<file path="config.mk">
export PLATFORM = sky130hd
export DESIGN_NAME = y86_mem_arbiter_flat
export DESIGN_NICKNAME = d
export VERILOG_FILES = /design/src/rtl/y86_mem_arbiter_pkg.sv /design/src/rtl/y86_mem_arbiter_if.sv /design/src/rtl/y86_mem_arbiter_rr_arb2.sv /design/src/rtl/y86_mem_arbiter.sv /design/src/flat_wrapper.sv
export SDC_FILE = /design/constraint.sdc
export NUM_CORES = 1
export LEC_CHECK = 0
export BUFFER_PORTS_ARGS = -buffer_cell sky130_fd_sc_hd__buf_4
export CORE_ASPECT_RATIO = 1.75
export CORE_MARGIN = 2
export CORE_UTILIZATION = 40
export DETAILED_ROUTE_END_ITERATION = 8
export MAX_ROUTING_LAYER = met4
export PLACE_DENSITY = 0.76
export SETUP_SLACK_MARGIN = 0.05
export SLEW_MARGIN = 20
export SYNTH_ARGS = -nofsm -noshare
export SYNTH_HDL_FRONTEND = slang
export SYNTH_SLANG_ARGS = --single-unit
</file>
<file path="constraint.sdc">
create_clock -name clk -period 2.6 [get_ports clk]
set_clock_uncertainty 0.05 [all_clocks]
set_input_delay 0.52 -clock clk [delete_from_list [all_inputs] [get_ports clk]]
set_output_delay 0.52 -clock clk [all_outputs]
set_load 0.02 [all_outputs]
</file>
<file path="src/rtl/y86_mem_arbiter_pkg.sv">
// Shared types and constants for the y86 instruction/data memory arbiter.
// The arbiter moves each 32-bit word as four byte beats on a byte-wide memory.
package y86_mem_pkg;

    typedef enum logic [1:0] {
        IDLE,
        XFER,
        DRAIN,
        ACK
    } state_t;

    localparam int   BEATS     = 4;
    localparam logic GRANT_INS = 1'b0;
    localparam logic GRANT_DAT = 1'b1;

    // Byte i of a little-endian word
    function automatic logic [7:0] beat_byte(input logic [31:0] word, input logic [1:0] idx);
        return word[8*idx +: 8];
    endfunction

endpackage

</file>
<file path="src/rtl/y86_mem_arbiter_if.sv">
// Bus bundle between the y86 CPU fetch/data pins, the arbiter and the byte memory.
// The slave view belongs to the arbiter; the master view belongs to the CPU and memory side.
interface y86_mem_arbiter_if #(parameter int AW = 32);

    logic          ins_req;
    logic [AW-1:0] ins_addr;
    logic [31:0]   ins_rdata;
    logic          ins_ack;

    logic          dat_req;
    logic          dat_we;
    logic [AW-1:0] dat_addr;
    logic [31:0]   dat_wdata;
    logic [31:0]   dat_rdata;
    logic          dat_ack;

    logic [AW-1:0] mem_addr;
    logic          mem_re;
    logic          mem_we;
    logic [7:0]    mem_wdata;
    logic [7:0]    mem_rdata;
    logic          mem_wait;

    logic          busy;
    logic          grant_dat;

    modport slave (
        input  ins_req, ins_addr,
        input  dat_req, dat_we, dat_addr, dat_wdata,
        input  mem_rdata, mem_wait,
        output ins_rdata, ins_ack,
        output dat_rdata, dat_ack,
        output mem_addr, mem_re, mem_we, mem_wdata,
        output busy, grant_dat
    );

    modport master (
        output ins_req, ins_addr,
        output dat_req, dat_we, dat_addr, dat_wdata,
        output mem_rdata, mem_wait,
        input  ins_rdata, ins_ack,
        input  dat_rdata, dat_ack,
        input  mem_addr, mem_re, mem_we, mem_wdata,
        input  busy, grant_dat
    );

endinterface

</file>
<file path="src/rtl/y86_mem_arbiter_rr_arb2.sv">
// Two-requester round-robin arbiter: on a tie the port not granted last wins.
// The last-grant register only moves when the owner accepts the grant via update.
module y86_rr_arb2 (
    input  logic clk,
    input  logic rst,
    input  logic req_ins,
    input  logic req_dat,
    input  logic update,
    output logic valid,
    output logic grant_dat
);
    import y86_mem_pkg::*;

    logic last_dat;

    always_comb begin
        valid     = req_ins | req_dat;
        grant_dat = GRANT_INS;
        if (req_ins && req_dat) begin
            grant_dat = ~last_dat;
        end else if (req_dat) begin
            grant_dat = GRANT_DAT;
        end
    end

    // Reset to "data granted last" so the instruction port wins the first tie
    always_ff @(posedge clk) begin
        if (!rst) begin
            last_dat <= GRANT_DAT;
        end else if (update) begin
            last_dat <= grant_dat;
        end
    end

endmodule

</file>
<file path="src/rtl/y86_mem_arbiter.sv">
// Shares a byte-wide single-port memory between the y86 fetch and data ports,
// sequencing each 32-bit access as four little-endian byte beats.
module y86_mem_arbiter #(
    parameter int AW = 32
) (
    input  logic             clk,
    input  logic             rst,
    y86_mem_arbiter_if.slave bus
);
    import y86_mem_pkg::*;

    state_t        state;
    state_t        state_nxt;
    logic [1:0]    beat;
    logic [AW-1:0] addr_q;
    logic          we_q;
    logic [31:0]   wdata_q;
    logic          owner;
    logic [23:0]   rd_asm;
    logic          cap_pend;
    logic [1:0]    cap_idx;
    logic [31:0]   ins_rdata_q;
    logic [31:0]   dat_rdata_q;

    logic arb_valid;
    logic arb_grant_dat;
    logic grant_now;
    logic beat_acc;
    logic last_beat;

    assign grant_now = (state == IDLE) && arb_valid;
    assign beat_acc  = (state == XFER) && !bus.mem_wait;
    assign last_beat = (beat == 2'(BEATS - 1));

    y86_rr_arb2 u_arb (
        .clk       (clk),
        .rst       (rst),
        .req_ins   (bus.ins_req),
        .req_dat   (bus.dat_req),
        .update    (grant_now),
        .valid     (arb_valid),
        .grant_dat (arb_grant_dat)
    );

    always_ff @(posedge clk) begin
        if (!rst) begin
            state <= IDLE;
        end else begin
            state <= state_nxt;
        end
    end

    // Reads need one extra cycle after the last beat for its byte to arrive
    always_comb begin
        state_nxt = state;
        case (state)
            IDLE:    if (arb_valid) state_nxt = XFER;
            XFER:    if (beat_acc && last_beat) state_nxt = we_q ? ACK : DRAIN;
            DRAIN:   state_nxt = ACK;
            ACK:     state_nxt = IDLE;
            default: state_nxt = IDLE;
        endcase
    end

    // Each accepted read beat returns its byte one edge later, whatever mem_wait does then
    always_ff @(posedge clk) begin
        if (!rst) begin
            beat        <= 2'd0;
            addr_q      <= '0;
            we_q        <= 1'b0;
            wdata_q     <= 32'h0;
            owner       <= GRANT_INS;
            rd_asm      <= 24'h0;
            cap_pend    <= 1'b0;
            cap_idx     <= 2'd0;
            ins_rdata_q <= 32'h0;
            dat_rdata_q <= 32'h0;
        end else begin
            if (grant_now) begin
                addr_q  <= arb_grant_dat ? bus.dat_addr : bus.ins_addr;
                we_q    <= arb_grant_dat & bus.dat_we;
                wdata_q <= bus.dat_wdata;
                owner   <= arb_grant_dat;
                beat    <= 2'd0;
            end else if (beat_acc) begin
                beat <= beat + 2'd1;
            end

            cap_pend <= beat_acc && !we_q;
            cap_idx  <= beat;
            if (cap_pend) begin
                case (cap_idx)
                    2'd0:    rd_asm[7:0]   <= bus.mem_rdata;
                    2'd1:    rd_asm[15:8]  <= bus.mem_rdata;
                    2'd2:    rd_asm[23:16] <= bus.mem_rdata;
                    default: ;
                endcase
            end

            if (state == DRAIN) begin
                if (owner == GRANT_DAT) begin
                    dat_rdata_q <= {bus.mem_rdata, rd_asm};
                end else begin
                    ins_rdata_q <= {bus.mem_rdata, rd_asm};
                end
            end
        end
    end

    // Memory outputs derive only from registered state, so a stall holds them naturally
    always_comb begin
        bus.mem_addr  = '0;
        bus.mem_re    = 1'b0;
        bus.mem_we    = 1'b0;
        bus.mem_wdata = 8'h00;
        bus.ins_ack   = 1'b0;
        bus.dat_ack   = 1'b0;
        case (state)
            XFER: begin
                bus.mem_addr  = addr_q + AW'(beat);
                bus.mem_re    = ~we_q;
                bus.mem_we    = we_q;
                bus.mem_wdata = we_q ? beat_byte(wdata_q, beat) : 8'h00;
            end
            ACK: begin
                bus.ins_ack = (owner == GRANT_INS);
                bus.dat_ack = (owner == GRANT_DAT);
            end
            default: ;
        endcase
        bus.busy      = (state != IDLE);
        bus.grant_dat = owner;
        bus.ins_rdata = ins_rdata_q;
        bus.dat_rdata = dat_rdata_q;
    end

endmodule

</file>
<file path="src/flat_wrapper.sv">
// flat-port wrapper written by rule: the top's interface ports become plain ports
module y86_mem_arbiter_flat import y86_mem_pkg::*;
#(
    parameter int AW = 32
)
  (clk, rst, bus_ins_req, bus_ins_addr, bus_dat_req, bus_dat_we, bus_dat_addr, bus_dat_wdata, bus_mem_rdata, bus_mem_wait, bus_ins_rdata, bus_ins_ack, bus_dat_rdata, bus_dat_ack, bus_mem_addr, bus_mem_re, bus_mem_we, bus_mem_wdata, bus_busy, bus_grant_dat);
  y86_mem_arbiter_if #(.AW(AW)) bus_i ();
  input  logic clk;
  input  logic rst;
  input wire logic [$bits(bus_i.ins_req)-1:0] bus_ins_req;
  input wire logic [$bits(bus_i.ins_addr)-1:0] bus_ins_addr;
  input wire logic [$bits(bus_i.dat_req)-1:0] bus_dat_req;
  input wire logic [$bits(bus_i.dat_we)-1:0] bus_dat_we;
  input wire logic [$bits(bus_i.dat_addr)-1:0] bus_dat_addr;
  input wire logic [$bits(bus_i.dat_wdata)-1:0] bus_dat_wdata;
  input wire logic [$bits(bus_i.mem_rdata)-1:0] bus_mem_rdata;
  input wire logic [$bits(bus_i.mem_wait)-1:0] bus_mem_wait;
  output wire logic [$bits(bus_i.ins_rdata)-1:0] bus_ins_rdata;
  output wire logic [$bits(bus_i.ins_ack)-1:0] bus_ins_ack;
  output wire logic [$bits(bus_i.dat_rdata)-1:0] bus_dat_rdata;
  output wire logic [$bits(bus_i.dat_ack)-1:0] bus_dat_ack;
  output wire logic [$bits(bus_i.mem_addr)-1:0] bus_mem_addr;
  output wire logic [$bits(bus_i.mem_re)-1:0] bus_mem_re;
  output wire logic [$bits(bus_i.mem_we)-1:0] bus_mem_we;
  output wire logic [$bits(bus_i.mem_wdata)-1:0] bus_mem_wdata;
  output wire logic [$bits(bus_i.busy)-1:0] bus_busy;
  output wire logic [$bits(bus_i.grant_dat)-1:0] bus_grant_dat;
  assign bus_i.ins_req = bus_ins_req;
  assign bus_i.ins_addr = bus_ins_addr;
  assign bus_i.dat_req = bus_dat_req;
  assign bus_i.dat_we = bus_dat_we;
  assign bus_i.dat_addr = bus_dat_addr;
  assign bus_i.dat_wdata = bus_dat_wdata;
  assign bus_i.mem_rdata = bus_mem_rdata;
  assign bus_i.mem_wait = bus_mem_wait;
  assign bus_ins_rdata = bus_i.ins_rdata;
  assign bus_ins_ack = bus_i.ins_ack;
  assign bus_dat_rdata = bus_i.dat_rdata;
  assign bus_dat_ack = bus_i.dat_ack;
  assign bus_mem_addr = bus_i.mem_addr;
  assign bus_mem_re = bus_i.mem_re;
  assign bus_mem_we = bus_i.mem_we;
  assign bus_mem_wdata = bus_i.mem_wdata;
  assign bus_busy = bus_i.busy;
  assign bus_grant_dat = bus_i.grant_dat;
  y86_mem_arbiter #(.AW(AW)) u_core (.clk(clk), .rst(rst), .bus(bus_i));
endmodule
</file>
Word-level counts from Yosys, hierarchy flattened. Index checks and enable logic that the tools add are counted.

Add/sub/neg operators: 2. Equality and inequality tests: 8. Shifts and indexed selects: 1. Mux-type cells: 14. Bitwise gates (word level): 6. Reductions and logical operators: 17.

Operators by type and width (count): 32-bit two-way mux (2); 32-bit by 2-bit adder with 32-bit output (1); 32-bit by 6-bit variable part select with 8-bit output (1); 8-bit two-way mux (2); 2-bit AND reduction (6); 2-bit == test, second input constant (4); 2-bit case mux with 4 select lines (1); 1-bit two-way mux (7); 1-bit logical AND (5); 2-bit by 1-bit == test with 1-bit output, second input constant (2); 2-bit zero test (2); 2-bit two-way mux (2); 1-bit NOT (4); 2-bit by 1-bit adder with 2-bit output, second input constant (1); 1-bit zero test (2); 2-bit by 1-bit inequality test with 1-bit output, second input constant (1); 2-bit inequality test, second input constant (1); 2-bit nonzero test (1); 2-bit OR reduction (1); 1-bit AND (1); 1-bit OR (1).

Register bits: 162. Input port bits: 110. Output and inout port bits: 110. Logic and storage cells: 62.

Logic depth before layout (Yosys ltp). Gate-level depths: netlist of run 1.

Depth after elaboration: 5. Gate-level depth with buffers: 8.

Cells and area by module. From an unflattened synthesis of run 1, not the netlist that was laid out.

Cell total of the unflattened synthesis: 838. Area, all modules: 7468.4 µm².

Modules (own cells, without submodules): y86_mem_arbiter (times used 1, cells each 832, area an instance 7415.9 µm², sequential area each 3223.1 µm²); y86_rr_arb2 (times used 1, cells each 6, area an instance 52.6 µm², sequential area each 20.0 µm²).

Worst setup path after synthesis of run 1. OpenSTA, ideal clock, no wires.

Path type: reg2out. Start point: reg u_core.beat[1]. End point: out bus_mem_addr[31]. Arrival time: 2193 ps. Slack: -163 ps. Cell stages (with the launch flop): 7. Path buffers: 1. Path through: dfxtp_1 > ha_1 > a21oi_1 > or4b_1 > buf_2 > or4_1 > a21oi_1.

Longest elaborated chain between the ends: 2.

RTL lines: from (decl) (line y86_mem_arbiter.sv:14) `logic [1:0] beat;`; from (signal assigned) (line y86_mem_arbiter.sv:86) `beat <= beat + 2'd1;`; 32-bit by 2-bit adder with 32-bit output (line y86_mem_arbiter.sv:120) `bus.mem_addr = addr_q + AW'(beat);`; 32-bit two-way mux (line y86_mem_arbiter.sv:118) `case (state)`; to (decl) (line flat_wrapper.sv:22) `output wire logic [$bits(bus_i.mem_addr)-1:0] bus_mem_addr;`.

Every way passes these cells.

Worst setup path in the final report of run 1. Same ends and word-level chain as after synthesis.

==> impl_metrics.env, run 1 <==
export IMPL_hold_viol_final=0
export IMPL_drive_above_1_share=0.365
export IMPL_antenna_left=0
export IMPL_peakVddDrop_uv=438
export IMPL_die_area_sq_um=18900
export IMPL_synth_async_sr_flop_share=0
export IMPL_cts_tree="yes"
export IMPL_synth_edf_count=0
export IMPL_grt_max_degree=97
export IMPL_required_ps=2030
export IMPL_wire_per_inst_um=16.8
export IMPL_cts_buffers=17
export IMPL_die_x_um=105
export IMPL_leakage_nw=4.30
export IMPL_synthCells=785
export IMPL_synth_area_top_cells="dfxtp_1 46%, nand2_1 9.2%, mux2i_1 8.2%, a21boi_1 4.8%, a22o_1 3.9%"
export IMPL_path_common_cell="a21oi_4"
export IMPL_arrival_ps=2420
export IMPL_multi_input_area_sq_um=3940
export IMPL_path_class="flip-flop to primary output"
export IMPL_start_util=0.407
export IMPL_violations="negative setup slack"
export IMPL_syn2layout_area_growth_pct=45.6
export IMPL_drtPass1Iterations=6
export IMPL_cp_end_kind="primary output"
export IMPL_power_density_nw_per_um2=751
export IMPL_ys_flop_type="dfxtp_1"
export IMPL_timing_hold_ws_ps=243
export IMPL_ys_ff_latch=162
export IMPL_grt_pass1_vias=6485
export IMPL_synth_distinct_cells=45
export IMPL_hold_path_class="primary input to flip-flop"
export IMPL_io_buffers=219
export IMPL_coreArea_sq_um=17500
export IMPL_syn_num_nets=903
export IMPL_cts_root_buf="clkbuf_16"
export IMPL_antenna_found_initial=0
export IMPL_avgSynthCellArea_sq_um=9.05
export IMPL_grt_usage=0.225
export IMPL_drt_wl_total_um=21300
export IMPL_worst_pin_slew_ps=767
export IMPL_vias_per_cell=5.20
export IMPL_seqCellArea_sq_um=3260
export IMPL_cpPeakStageDelay_ps=530
export IMPL_cap_violations=0
export IMPL_io_pins=220
export IMPL_dpl_hpwl_um=14200
export IMPL_fmax_mhz=335
export IMPL_path_cells="ha_4 > a21oi_4 > or4b_4 > or4_4 > a21oi_4 > buf_6"
export IMPL_fillers=1528
export IMPL_yosysMostFrequentCell="nand2_1"
export IMPL_grt_pass1_wl_um=32700
export IMPL_post_route_util=0.593
export IMPL_start_kind="flip-flop"
export IMPL_cts_hold_buf=0
export IMPL_nets=1139
export IMPL_crit_fanout=5
export IMPL_status="finished, violations left"
export IMPL_gr_total_overflow=0
export IMPL_period_share=1.15
export IMPL_relSlewSlack=0.488
export IMPL_synth_largest_area_cell="dfxtp_1"
export IMPL_fin_crit_ps=2990
export IMPL_ys_top_cells_by_count="174 x nand2_1, 162 x dfxtp_1, 58 x mux2i_1"
export IMPL_first_iter_violations=286
export IMPL_clock_latency_ps=410
export IMPL_gp_congestion=0.908
export IMPL_fp_row_count=64
export IMPL_seq_area_frac_synth=0.456
export IMPL_diodes=0
export IMPL_clock_path_buffers=2
export IMPL_synth_warnings=0
export IMPL_synth_top_area_share=0.456
export IMPL_vias=6576
export IMPL_clock_sinks=162
export IMPL_rsz0062_at_grt="yes"
export IMPL_setup_violations=24
export IMPL_cp_slowest_cell="or4b_4"
export IMPL_fin_ws_ps=-388
export IMPL_clk_pin_slew_ps=70
export IMPL_drc=0
export IMPL_syn_cell_area_sq_um=7100
export IMPL_die_h_um=180
export IMPL_slew_viol_final=0
export IMPL_h_tree_depth=4
path summary, 6_finish.rpt:
kind | cells after the start | slack (ps) | to | startpoint
worst max-delay path | 6 | -390 | bus_mem_addr[31] | u_core.beat[1]$_SDFFE_PP0P_
worst min-delay path | 2 | 240 | u_core.cap_pend$_SDFF_PN0_ | bus_mem_wait
worst max register to register | 6 | 680 | u_core.beat[1]$_SDFFE_PP0P_ | u_core.state[0]$_SDFFE_PN0P_
worst min register to register | 2 | 400 | u_core.bus.ins_rdata[22]$_SDFFE_PN0P_ | u_core.bus.ins_rdata[22]$_SDFFE_PN0P_
flip-flops by register name, indices dropped and copies added (netlist names):
name	cells
u_core.wdata_q	32
u_core.beat	2
u_core.state	2
u_core.addr_q	32
u_core.bus.ins_rdata	32
u_core.cap_pend	1
u_core.rd_asm	24
u_core.bus.grant_dat	1
u_core.cap_idx	2
u_core.u_arb.last_dat	1
u_core.we_q	1
u_core.bus.dat_rdata	32
critical path, delay by kind of cell (launching register included):
family	cells	cell delay, ps
AOI/OAI and AO/OA	2	250
and+or+nand+nor	2	980
buffers and inverters	1	140
adders and majority gates	1	270
DFF	1	360
placed cells by master (no fill, tap or decap), types with 3 or more instances in the layout:
cell type  instances
dfxtp_4            3
and4_4             3
dfxtp_2            6
nand3_1            8
a21oi_2            5
a21boi_0          21
mux2i_1           58
a21oi_4            7
nand4_1           11
dfxtp_1          153
nor4_4             3
ha_1               4
nand2_1          173
mux4_2             8
bufbuf_16          3
buf_6             21
buf_4            248
or4_1              3
o31ai_2            3
inv_8              3
inv_1              6
or4_4             10
clkbuf_16         17
buf_12             3
nor2_1            16
a21boi_1          44
nor2b_1           26
a22o_1            32
o31ai_1           10
inv_6              3
clkinv_4           4
xor2_1             7
a21oi_1            5
nand2b_1           3
o21ai_0           34
and2_1            17
xnor2_1            7
layer usage:
metal  track usage  wire [um]
met4         0.123        960
met2         0.415      11600
met1         0.221       7670
met3        0.0347        995
met5             -          0
cell type report:
cell class / instances / share of cell area
inverters: 6 / 0.00218
repair buffers: 276 / 0.219
clock buffers: 20 / 0.0432
clock inverters: 12 / 0.0115
multi-input cells: 558 / 0.380
flip-flops and latches: 162 / 0.315
well taps: 231 / 0.0279
power breakdown:
| part | switching, W | internal [W] |
|---|---|---|
| logic | 0.00128 | 0.000956 |
| clock network | 0.00111 | 0.00129 |
| registers | 0.000276 | 0.00285 |
what timing repair did:
action,4_1_cts,5_1_grt
pin swaps,26,32
buffers inserted,11,8
endpoints found under the setup margin,39,39
cloned,4,1
gates resized for setup,50,37
kinds of logic (layout without fill, tap and decap cells):
logic type / Yosys count / in the layout / synth area share
flops: 162 / 162 / 0.456
mux: 66 / 66 / 0.107
xor+xnor: 14 / 14 / 0.0173
compound gates: 171 / 171 / 0.169
simple gates: 298 / 299 / 0.200
fa+ha+maj: 8 / 8 / 0.0151
buf+inv: 66 / 314 / 0.0354
per-stage QoR:
stage / cells / total power, W / area (sq um) / setup TNS [ps] / setup WS [ps]
2_1_floorplan: 785 / 0.00442 / 7170 / 0 / 24.6
4_1_cts: 1259 / 0.00776 / 10200 / -6570 / -399
3_5_place_dp: 1212 / 0.00529 / 9200 / -361 / -120
3_3_place_gp: 1212 / 0.00525 / 9200 / -222 / -63.1
5_1_grt: 1265 / 0.00817 / 10300 / -8470 / -445
6_report: 1265 / 0.00777 / 10300 / -6600 / -388
(Power assumes the default switching activity.)
==> run 2, diff against run 1 <==
--- a/config.mk
+++ b/config.mk
@@ -8,10 +8,10 @@
 export BUFFER_PORTS_ARGS = -buffer_cell sky130_fd_sc_hd__buf_4
 export CORE_ASPECT_RATIO = 1.75
 export CORE_MARGIN = 2
-export CORE_UTILIZATION = 40
+export CORE_UTILIZATION = 46
 export DETAILED_ROUTE_END_ITERATION = 8
 export MAX_ROUTING_LAYER = met4
-export PLACE_DENSITY = 0.76
+export PLACE_DENSITY = 0.85
 export SETUP_SLACK_MARGIN = 0.05
 export SLEW_MARGIN = 20
 export SYNTH_ARGS = -nofsm -noshare
==> constraint.sdc (replaced) <==
create_clock -name clk -period 2.45 [get_ports clk]
set_clock_uncertainty 0.05 [all_clocks]
set_input_delay 0.49 -clock clk [delete_from_list [all_inputs] [get_ports clk]]
set_output_delay 0.49 -clock clk [all_outputs]
set_load 0.02 [all_outputs]
==> impl_metrics.env, run 2 (synthesis results as in run 1) <==
export IMPL_cts_root_buf="clkbuf_16"
export IMPL_final_cell_mix="263 x buf_4, 173 x nand2_1, 151 x dfxtp_1"
export IMPL_cts_hold_buf=0
export IMPL_grt_busiest_layer="met2"
export IMPL_die_h_um=168
export IMPL_slew_viol_final=0
export IMPL_fp_row_count=60
export IMPL_hold_path_class="primary input to flip-flop"
export IMPL_grt_pass1_wl_um=33400
export IMPL_path_class="flip-flop to primary output"
export IMPL_grt_use_met2=0.482
export IMPL_drc=0
export IMPL_grt_pass1_vias=6851
export IMPL_path_cells="ha_4 > fa_2 > nand4_1 > buf_6 > or4_4 > a21oi_2 > buf_4"
export IMPL_drive_above_1_share=0.376
export IMPL_gp_congestion=0.930
export IMPL_coreArea_sq_um=15200
export IMPL_relSlewSlack=0.563
export IMPL_clock_sinks=162
export IMPL_diodes=0
export IMPL_nets=1147
export IMPL_fillers=1149
export IMPL_grt_usage=0.260
export IMPL_cap_violations=0
export IMPL_fmax_mhz=327
export IMPL_antenna_left=0
export IMPL_first_iter_violations=313
export IMPL_arrival_ps=2510
export IMPL_syn2layout_area_growth_pct=45.5
export IMPL_grt_max_degree=64
export IMPL_crit_fanout=5
export IMPL_drt_wl_total_um=21700
export IMPL_period_share=1.25
export IMPL_use_met1=0.250
export IMPL_rsz0062_at_grt="yes"
export IMPL_vias_per_cell=5.48
export IMPL_drtPass1Iterations=5
export IMPL_start_kind="flip-flop"
export IMPL_worst_pin_slew_ps=654
export IMPL_power_density_nw_per_um2=830
export IMPL_cpPeakStageDelay_ps=510
export IMPL_peakVddDrop_uv=576
export IMPL_start_util=0.466
export IMPL_timing_hold_ws_ps=222
export IMPL_h_tree_depth=4
export IMPL_vias=6735
export IMPL_die_x_um=97.9
export IMPL_violations="negative setup slack"
export IMPL_io_buffers=219
export IMPL_clk_pin_slew_ps=60
export IMPL_crit_buf_inv=2
export IMPL_fin_ws_ps=-604
export IMPL_antenna_found_initial=0
export IMPL_hold_viol_final=0
export IMPL_cts_tree="yes"
export IMPL_status="finished, violations left"
export IMPL_setup_violations=25
export IMPL_clock_latency_ps=410
export IMPL_dpl_hpwl_um=15000
export IMPL_leakage_nw=4.29
export IMPL_cts_buffers=17
export IMPL_required_ps=1910
export IMPL_gr_total_overflow=0
export IMPL_cp_end_kind="primary output"
export IMPL_io_pins=220
export IMPL_die_area_sq_um=16500
export IMPL_cp_slowest_cell="or4_4"
export IMPL_tns_ps=-10610
export IMPL_wire_per_inst_um=17.7
export IMPL_power_w=0.00858
export IMPL_use_met3=0.0498
export IMPL_fin_crit_ps=3050
export IMPL_final_common_cell="buf_4"
export IMPL_clock_path_buffers=2
export IMPL_crit_family="simple AND/OR/NAND/NOR gates"
export IMPL_pre_cts_ws_ps=-180
==> run 2: cell types whose count changed in the layout (fill, tap and decap cells not counted), moves of 3 or more <==
cell	previous run	this run
buf_4	248	263
buf_6	21	15
a21oi_2	5	9
a21oi_1	5	2
bufbuf_16	3	0
clkbuf_8	1	4
dfxtp_2	6	9
==> run 2: path summary, 6_finish.rpt <==
check                                   startpoint                                    end  slack [ps]  depth (start not counted)
max                    u_core.beat[0]$_SDFFE_PP0P_                       bus_mem_addr[26]        -600                          7
min                                   bus_mem_wait             u_core.cap_pend$_SDFF_PN0_         220                          2
max reg2reg           u_core.state[0]$_SDFFE_PN0P_            u_core.beat[1]$_SDFFE_PP0P_         430                          6
min reg2reg  u_core.bus.ins_rdata[20]$_SDFFE_PN0P_  u_core.bus.ins_rdata[20]$_SDFFE_PN0P_         400                          2
==> run 2: power breakdown <==
group,internal (W),switching [W]
combinational,0.00111,0.00144
sequential,0.00303,0.000292
clock,0.00163,0.00108
total,0.00577,0.00281
==> run 2: what timing repair did <==
action,CTS,global route
cloned,2,1
setup buffers,7,4
pin swaps,14,22
hold endpoints to repair,0,0
resized for setup,39,29
endpoints found under the setup margin,31,34
==> run 2: stage by stage <==
stage / cell area, sq um / utilization / std cells
after global placement: 9370 / 0.615 / 1183
after global routing: 10300 / 0.678 / 1228
after detailed placement: 9370 / 0.615 / 1183
after CTS: 10200 / 0.669 / 1223
final: 10300 / 0.678 / 1228
after floorplan: 7260 / - / 785
==> run 2: layout make-up <==
class,count,area [sq um],share of cell area
clock inverters,9,121,0.0117
inverters,6,22.5,0.00218
repair buffers,285,2290,0.221
flip-flops and latches,162,3260,0.315
well taps,186,233,0.0225
multi-input cells,557,3930,0.380
clock buffers,23,488,0.0472
==> run 2: layer usage <==
metal	part of all wire	vias to the layer above
met2	0.55	280
met4	0.051	0
li1	-	3208
met1	0.35	3175
met3	0.048	72
met5	0	-
==> run 3, diff against run 2 <==
--- a/config.mk
+++ b/config.mk
@@ -11,7 +11,7 @@
 export CORE_UTILIZATION = 46
 export DETAILED_ROUTE_END_ITERATION = 8
 export MAX_ROUTING_LAYER = met4
-export PLACE_DENSITY = 0.85
+export PLACE_DENSITY = 0.76
 export SETUP_SLACK_MARGIN = 0.05
 export SLEW_MARGIN = 20
 export SYNTH_ARGS = -nofsm -noshare
==> impl_metrics.env, run 3 (synthesis results as in run 1) <==
export IMPL_status="finished, violations left"
export IMPL_violations="negative setup slack"
export IMPL_highest_layer="met4"
export IMPL_antenna_found_initial=0
export IMPL_start_kind="flip-flop"
export IMPL_wl_met1_um=7500
export IMPL_worst_pin_slew_ps=737
export IMPL_drt_wl_total_um=21200
export IMPL_hold_path_class="primary input to flip-flop"
export IMPL_gr_total_overflow=0
export IMPL_cts_buffers=17
export IMPL_grt_pass1_wl_um=32400
export IMPL_path_class="flip-flop to primary output"
export IMPL_clock_latency_ps=410
export IMPL_fin_ws_ps=-601
export IMPL_fp_row_count=60
export IMPL_holdPathStages=2
export IMPL_r2r_slack_ps=550
export IMPL_io_buffers=219
export IMPL_drive_above_1_share=0.378
export IMPL_wl_met2_um=11700
export IMPL_h_tree_depth=4
export IMPL_cp_slowest_cell="or4b_4"
export IMPL_die_area_sq_um=16500
export IMPL_rsz0062_at_grt="yes"
export IMPL_first_iter_violations=243
export IMPL_antenna_left=0
export IMPL_final_cell_mix="242 x buf_4, 173 x nand2_1, 158 x dfxtp_1"
export IMPL_hold_start="bus_mem_wait"
export IMPL_gp_congestion=0.892
export IMPL_tns_ps=-12400
export IMPL_r2r_end="u_core.addr_q[0]$_SDFFE_PN0P_"
export IMPL_path_cells="ha_4 > a21oi_4 > or4b_4 > buf_6 > or4_4 > a21oi_4 > buf_6"
export IMPL_min_to="u_core.cap_pend$_SDFF_PN0_"
export IMPL_die_h_um=168
export IMPL_fillers=1175
export IMPL_crit_fanout=5
export IMPL_drtPass1Iterations=4
export IMPL_coreArea_sq_um=15200
export IMPL_cts_root_buf="clkbuf_16"
export IMPL_r2r_start="u_core.state[0]$_SDFFE_PN0P_"
export IMPL_clock_sinks=162
export IMPL_timing_hold_ws_ps=219
export IMPL_nets=1147
export IMPL_drc=0
export IMPL_diodes=0
export IMPL_period_share=1.25
export IMPL_wire_per_inst_um=17.2
export IMPL_io_pins=220
export IMPL_dp_cells=1179
export IMPL_cts_tree="yes"
export IMPL_start_util=0.466
export IMPL_grt_max_degree=96
export IMPL_vias_per_cell=5.38
export IMPL_instances_no_fill=1228
export IMPL_fin_crit_ps=3050
export IMPL_die_x_um=97.9
export IMPL_required_ps=1910
export IMPL_setup_violations=31
export IMPL_leakage_nw=4.36
export IMPL_grt_usage=0.253
export IMPL_r2r_cells=7
export IMPL_grt_pass1_vias=6378
export IMPL_clk_pin_slew_ps=70
export IMPL_final_common_cell="buf_4"
export IMPL_slew_viol_final=0
export IMPL_vias=6603
export IMPL_cpPeakStageDelay_ps=510
export IMPL_power_density_nw_per_um2=824
export IMPL_clock_path_buffers=2
export IMPL_cp_end_kind="primary output"
export IMPL_fmax_mhz=328
export IMPL_arrival_ps=2510
export IMPL_cts_hold_buf=0
export IMPL_hold_viol_final=0
export IMPL_syn2layout_area_growth_pct=47.0
export IMPL_cap_violations=0
export IMPL_dpl_hpwl_um=14200
export IMPL_route_met3_wl_um=1010
export IMPL_peakVddDrop_uv=471
export IMPL_relSlewSlack=0.509
export IMPL_post_route_util=0.685
run 3: cell types whose count changed in the layout (fill, tap and decap cells not counted), moves of 2 or more:
cell | before | now
clkinv_8 | 0 | 2
and2_1 | 17 | 10
clkinv_4 | 3 | 1
dfxtp_1 | 151 | 158
buf_6 | 15 | 35
clkbuf_1 | 2 | 0
inv_8 | 1 | 4
buf_4 | 263 | 242
nor3_4 | 0 | 2
clkbuf_8 | 4 | 1
nor3_2 | 3 | 1
inv_6 | 1 | 4
dfxtp_2 | 9 | 2
and2_4 | 0 | 8
run 3: where the power goes:
group          internal (W)  leakage (nW)  switching, W  total (W)
Combinational       0.00118          2.75       0.00144    0.00263
Clock               0.00149         0.291       0.00119    0.00268
Sequential          0.00302          1.32      0.000276    0.00330
Total               0.00569          4.36       0.00292    0.00861
run 3: metal layers:
metal / track usage / vias up
met5: - / -
met4: 0.127 / 0
met3: 0.0469 / 64
met2: 0.464 / 227
met1: 0.252 / 3097
li1: - / 3215
run 3: layout make-up:
type | instances | area (sq um) | area share
flip-flops and latches | 162 | 3250 | 0.312
clock inverters | 14 | 166 | 0.0159
inverters | 6 | 22.5 | 0.00216
clock buffers | 18 | 439 | 0.0421
multi-input cells | 557 | 3960 | 0.379
well taps | 186 | 233 | 0.0223
repair buffers | 285 | 2370 | 0.227
run 3: worst max path at each step:
stage | end | from | cells after the start
floorplan | bus_mem_addr[23] | u_core.beat[1]$_SDFFE_PP0P_ | 6
global placement | bus_mem_addr[25] | u_core.beat[1]$_SDFFE_PP0P_ | 7
detailed placement | bus_mem_addr[31] | u_core.beat[1]$_SDFFE_PP0P_ | 7
CTS | bus_mem_addr[31] | u_core.beat[1]$_SDFFE_PP0P_ | 7
global route | bus_mem_addr[31] | u_core.beat[1]$_SDFFE_PP0P_ | 7
finish | bus_mem_addr[31] | u_core.beat[1]$_SDFFE_PP0P_ | 7
run 3: critical path, delay by kind of cell (launching register included):
family                     cells  cell delay, ps
and+or+nand+nor                2             940
DFF                            1             350
buffers and inverters          2             290
adders and majority gates      1             270
AOI/OAI and AO/OA              2             250
run 3: stage by stage:
step                power (W)  area (sq um)  setup slack (ps)
detailed placement    0.00575          9320              -157
finish                0.00861         10400              -601
floorplan             0.00471          7260             -69.7
global placement      0.00570          9320              -134
global route          0.00901         10400              -658
CTS                   0.00855         10200              -611
run 3: timing repair:
| action | CTS | global route |
|---|---|---|
| pin swaps | 15 | 32 |
| gates cloned | 2 | 2 |
| gates resized for setup | 38 | 54 |
| setup buffers | 5 | 10 |
| setup endpoints to repair | 34 | 40 |
